<file path="src/rtl/basic_gate_bank_pkg.sv">
// Shared types and constants for the basic_gate_bank block.
// Defines the gate ordering used to index per-cell result vectors.
package basic_gate_bank_pkg;

  localparam int DEFAULT_WIDTH = 1;
  localparam int NUM_GATES     = 7;

  typedef enum logic [2:0] {
    GATE_AND,
    GATE_OR,
    GATE_NOT,
    GATE_NAND,
    GATE_NOR,
    GATE_XOR,
    GATE_XNOR
  } gate_e;

  function automatic int hdist_w(input int width);
    return $clog2(width + 1);
  endfunction

endpackage

</file>
<file path="src/rtl/basic_gate_bank_cell.sv">
// Combinational single-bit cell producing all seven basic gate functions.
// Output vector is indexed by gate_e.
module basic_gate_cell
  import basic_gate_bank_pkg::*;
(
  input  logic                 a,
  input  logic                 b,
  output logic [NUM_GATES-1:0] y
);

  always_comb begin
    y            = '0;
    y[GATE_AND]  = a & b;
    y[GATE_OR]   = a | b;
    y[GATE_NOT]  = ~a;
    y[GATE_NAND] = ~(a & b);
    y[GATE_NOR]  = ~(a | b);
    y[GATE_XOR]  = a ^ b;
    y[GATE_XNOR] = ~(a ^ b);
  end

endmodule

</file>
<file path="src/rtl/basic_gate_bank.sv">
// Registered bitwise gate bank: one basic_gate_cell per bit, results held between strobes.
// Optional Hamming-distance output enabled by defining BASIC_GATE_BANK_HDIST_EN.
module basic_gate_bank
  import basic_gate_bank_pkg::*;
#(
  parameter int WIDTH = DEFAULT_WIDTH
) (
  input  logic                        clk,
  input  logic                        rst_n,
  input  logic [WIDTH-1:0]            a,
  input  logic [WIDTH-1:0]            b,
  input  logic                        in_valid,
  output logic [WIDTH-1:0]            and_o,
  output logic [WIDTH-1:0]            or_o,
  output logic [WIDTH-1:0]            not_o,
  output logic [WIDTH-1:0]            nand_o,
  output logic [WIDTH-1:0]            nor_o,
  output logic [WIDTH-1:0]            xor_o,
  output logic [WIDTH-1:0]            xnor_o,
`ifdef BASIC_GATE_BANK_HDIST_EN
  output logic [hdist_w(WIDTH)-1:0]   hdist_o,
`endif
  output logic                        out_valid
);

  logic [NUM_GATES-1:0][WIDTH-1:0] gate_vec;
  logic [NUM_GATES-1:0][WIDTH-1:0] res_d, res_q;
  logic                            valid_d, valid_q;

  // Each cell sees only a[i]/b[i]; results are regrouped per gate.
  for (genvar i = 0; i < WIDTH; i++) begin : g_bit
    logic [NUM_GATES-1:0] cell_y;

    basic_gate_cell u_cell (
      .a (a[i]),
      .b (b[i]),
      .y (cell_y)
    );

    for (genvar g = 0; g < NUM_GATES; g++) begin : g_gate
      assign gate_vec[g][i] = cell_y[g];
    end
  end

  always_comb begin
    res_d   = res_q;
    valid_d = in_valid;
    if (in_valid) begin
      res_d = gate_vec;
    end
  end

  always_ff @(posedge clk) begin
    if (!rst_n) begin
      res_q   <= '0;
      valid_q <= 1'b0;
    end else begin
      res_q   <= res_d;
      valid_q <= valid_d;
    end
  end

`ifdef BASIC_GATE_BANK_HDIST_EN
  localparam int HW = hdist_w(WIDTH);

  logic [HW-1:0] hdist_d, hdist_q;

  always_comb begin
    hdist_d = hdist_q;
    if (in_valid) begin
      hdist_d = '0;
      for (int i = 0; i < WIDTH; i++) begin
        hdist_d = hdist_d + HW'(gate_vec[GATE_XOR][i]);
      end
    end
  end

  always_ff @(posedge clk) begin
    if (!rst_n) begin
      hdist_q <= '0;
    end else begin
      hdist_q <= hdist_d;
    end
  end

  assign hdist_o = hdist_q;
`endif

  assign and_o     = res_q[GATE_AND];
  assign or_o      = res_q[GATE_OR];
  assign not_o     = res_q[GATE_NOT];
  assign nand_o    = res_q[GATE_NAND];
  assign nor_o     = res_q[GATE_NOR];
  assign xor_o     = res_q[GATE_XOR];
  assign xnor_o    = res_q[GATE_XNOR];
  assign out_valid = valid_q;

endmodule

</file>
<file path="config.mk">
export PLATFORM = sky130hd
export DESIGN_NAME = basic_gate_bank
export DESIGN_NICKNAME = d
export VERILOG_FILES = /design/src/rtl/basic_gate_bank_pkg.sv /design/src/rtl/basic_gate_bank_cell.sv /design/src/rtl/basic_gate_bank.sv
export SDC_FILE = /design/constraint.sdc
export NUM_CORES = 1
export LEC_CHECK = 0
export BUFFER_PORTS_ARGS = -buffer_cell sky130_fd_sc_hd__buf_2
export CAP_MARGIN = 30
export CORE_AREA = 4 4 41 43
export CTS_CLUSTER_DIAMETER = 200
export CTS_CLUSTER_SIZE = 30
export DETAILED_ROUTE_END_ITERATION = 8
export DIE_AREA = 0 0 45 47
export HOLD_SLACK_MARGIN = 0.05
export SLEW_MARGIN = 20
export SYNTH_ARGS = -nofsm -noshare
export SYNTH_HDL_FRONTEND = slang
export SYNTH_HIERARCHICAL = 1
export SYNTH_SLANG_ARGS = --single-unit
</file>
<file path="constraint.sdc">
create_clock -name clk -period 1.3 [get_ports clk]
set_input_delay 0.195 -clock clk [delete_from_list [all_inputs] [get_ports clk]]
set_output_delay 0.195 -clock clk [all_outputs]
set_load 0.02 [all_outputs]
</file>
* After elaboration in Yosys (flattened, before gate mapping)
Index checks and enable logic that the tools add are counted.
** Storage, ports and cells
- Register bits :: 8
- Bits of input ports :: 5
- Output and inout port bits :: 8
- Word-level logic and storage cells :: 15
** Operators by class
- Bitwise logic cells :: 7
** Operator list (number)
- NOT 1 bit :: 4
- bitwise AND 1 bit :: 1
- OR 1 bit :: 1
- XOR 1 bit :: 1

* Longest topological paths before layout
- Word-level depth :: 2
- Mapped depth :: 5
- Mapped depth without buffers :: 5

* Modules after synthesis
Netlist, hierarchy kept.
** By module, submodules not included
- basic_gate_bank :: instances 1, cells an instance 24, area each 292.8 um2, seq. area each 160.2 um2
- basic_gate_cell :: instances 1, cells an instance 9, area each 68.8 um2, seq. area each 0.0 um2

* Worst setup path before layout
No wires, ideal clock.
- Kind :: input port to flip-flop
- Start point :: input a
- End point :: register res_q, in the netlist xnor_o
- Arrival :: 0.712 ns
- Required time :: 1.184 ns
- Setup slack :: 0.472 ns
- Stages on the path :: 5
- Path through :: inv_1 ha_1 inv_1 mux2i_1 nor2b_1
** Between the ends
- Cells in the longest elaborated chain, start to end :: 2
** RTL lines
- from (decl) :: line basic_gate_bank.sv:10 : input logic [WIDTH-1:0] a,
- XOR 1 bit
- via g_bit[0].cell_y[5] :: line basic_gate_bank.sv:32 : logic [NUM_GATES-1:0] cell_y;
- NOT 1 bit :: line basic_gate_bank_cell.sv:19 : y[GATE_XNOR] = ~(a ^ b);
- via g_bit[0].cell_y[6] :: line basic_gate_bank.sv:32
- to (signal assigned) :: line basic_gate_bank.sv:58 : res_q <= res_d;
- to (decl) :: line basic_gate_bank.sv:27 : logic [NUM_GATES-1:0][WIDTH-1:0] res_d, res_q;
The timed path passes the listed nets, and every way through them passes these cells.
A chain may end at the register's enable or synchronous reset.

* Worst setup path in the final report
- Start point :: register res_q, in the netlist not_o
- End point :: output not_o
** RTL lines
- to (decl) :: line basic_gate_bank.sv:15 : output logic [WIDTH-1:0] not_o,
No word-level cell between the ends.

==> results.json <==
{
  "drt_iter0_drc": 2,
  "crit_fanout": 2,
  "ys_ff_latch": 8,
  "clock_skew_ns": 0,
  "worst-setup-path-type": "reg -> out",
  "timing.fmax_mhz": 1070,
  "fp.dieW_um": 45,
  "cts_tree": "done",
  "grt_start_max_net_pins": 9,
  "grt_overflow": 0,
  "io-pin-count": 13,
  "grtUsageMet2": 0.0960,
  "synthTopCellsByArea": "dfxtp_1, mux2i_1, ha_1",
  "ys_warn_count": 6,
  "vias_per_cell": 4.06,
  "met3_usage": 0.0345,
  "worst_pin_slew_ns": 0.217,
  "endpoint_kind": "primary output",
  "p_seq_frac": 0.493,
  "drcViolationCount": 0,
  "fp.dieH_um": 47,
  "hp-class": "in -> reg",
  "hold_depth": 2,
  "dp_hpwl_um": 435,
  "path_depth": 1,
  "ys_seq_area_frac": 0.443,
  "max_cap_violations": 0,
  "crit_slowest_cell": "dfxtp_1",
  "wire_per_inst_um": 9.44,
  "htree_num_levels": 1,
  "crit_arrival_ns": 0.74,
  "reg2reg_depth": 2,
  "setup-tns-final_ns": 0,
  "grt_pass1_vias": 253,
  "syn_area_um2": 362,
  "grt_first_pass_wirelength_um": 993,
  "globalplace.congestion": 0.677,
  "critPathTopFamily": "flip-flops",
  "critPathMaxStageDelay_ns": 0.32,
  "p_switching_mw": 0.139,
  "critPathLaunchType": "register",
  "syn_nets": 42,
  "busiest_layer": "met2",
  "yosysTopAreaCell": "dfxtp_1",
  "setup_viol": 0,
  "pwr-share-comb": 0.157,
  "antenna-diode-count": 0,
  "cts_made_buffers": 3,
  "synth_top_area_share": 0.443,
  "finalNetCount": 58,
  "power_density_nw_per_um2": 1200,
  "path_cells": "buf_2",
  "die-area_um2": 2120,
  "peakVddDrop_v": 0.000533,
  "synth_cell_types": 7,
  "p_total_mw": 0.542,
  "placeableCoreArea_um2": 1300,
  "hold_viol_final": 0,
  "antenna_found_initial": 0,
  "first_pass_iters": 2,
  "grt_usage": 0.0730,
  "clock_path_buffers": 2,
  "portBuffers": 12,
  "clkPwrFrac": 0.350,
  "grt_setup_unrepaired": "no",
  "swShare": 0.256,
  "syn_area_per_cell_um2": 11.0,
  "grt_use_met1": 0.0782,
  "drt-total-wl_um": 585,
  "hold_buffers": 0,
  "via_count": 252,
  "synth_cells": 33,
  "clock_sinks": 8,
  "rows": 13,
  "ant_nets": 0,
  "critPathBufInv": 1,
  "syn2layout_area_growth_pct": 24.9,
  "drive_above_1_share": 0.340,
  "power.leakage_nw": 0.245,
  "clkLatencyLatePin_ns": 0.25,
  "postCtsSetupBuffers": 0,
  "design_area_um2": 452,
  "p_int_mw": 0.403,
  "timing.final.crit_share": 0.719,
  "placed_cell_area_um2": 429,
  "cp_data_required_time_ns": 1.11,
  "outcome": "complete, no violations",
  "finalMaxSlewViolations": 0,
  "start_util": 0.278,
  "cts-root-buf": "clkbuf_4",
  "slew_headroom": 0.855,
  "fin_crit_ns": 0.935,
  "path_clk_slew_ns": 0.05,
  "post_cts_resized": 0
}
==> area by class of cell <==
class / count / area, µm²
Multi-Input combinational cell: 19 / 171
Sequential cell: 8 / 160
Timing Repair Buffer: 12 / 60.1
Tap cell: 15 / 18.8
Clock buffer: 3 / 22.5
Inverter: 5 / 18.8
Fill cell: 144 / 850
==> metal layers <==
layer | vias up | routed length (µm)
met4 | 0 | 15
li1 | 129 | -
met3 | 2 | 45
met1 | 110 | 259
met2 | 11 | 264
met5 | - | 0
==> power by group through the flow <==
stage / Clock (mW) / Combinational [mW] / Sequential [mW]
final: 0.190 / 0.0852 / 0.267
after global routing: 0.215 / 0.0958 / 0.269
after CTS: 0.204 / 0.0873 / 0.267
after detailed placement: 0 / 0.0868 / 0.272
after global placement: 0 / 0.0858 / 0.272
after floorplan: 0 / 0.0401 / 0.292
==> cells in the mapped netlist <==
master,number
nor2b_1,7
buf_6,1
ha_1,4
mux2i_1,7
and2_2,1
inv_1,5
dfxtp_1,8
==> cells by family (layout without fill, tap and decap cells) <==
group                    after synthesis  in the layout  share of synthesized area
adder cells (fa/ha/maj)                4              4                      0.138
buffers and inverters                  6             20                     0.0830
flip-flops                             8              8                      0.443
multiplexers                           7              7                      0.194
AND/OR/NAND/NOR                        8              8                      0.142
==> final timing paths <==
kind / startpoint / endpoint / slack [ns]
worst max-delay path: not_o / not_o / 0.37
worst min-delay path: rst_n / nor_o / 0.24
worst max register to register: not_o / not_o / 0.71
worst min register to register: nor_o / nor_o / 0.51
==> metrics by stage <==
stage	std cells	util	hold WS (ns)	worst slack [ns]
finish	62	0.347	0.237	0.365
global route	62	0.347	0.245	0.315
CTS	62	0.347	0.241	0.346
detailed placement	59	0.330	0.501	0.304
global placement	59	0.330	0.494	0.310
floorplan	33	-	0.323	0.472
==> flip-flops by register name, summed over array words and instances, names as in the netlist <==
name,flops
and_o,1
nand_o,1
nor_o,1
not_o,1
or_o,1
out_valid,1
xnor_o,1
xor_o,1
==> layout by cell type (no fill, tap or decap), drive strengths merged <==
| cell type | instances |
|---|---|
| and2 | 1 |
| buf | 12 |
| clkbuf | 3 |
| dfxtp | 8 |
| ha | 4 |
| inv | 5 |
| mux2i | 7 |
| nor2b | 7 |
Power figures use the tool's default switching activity.
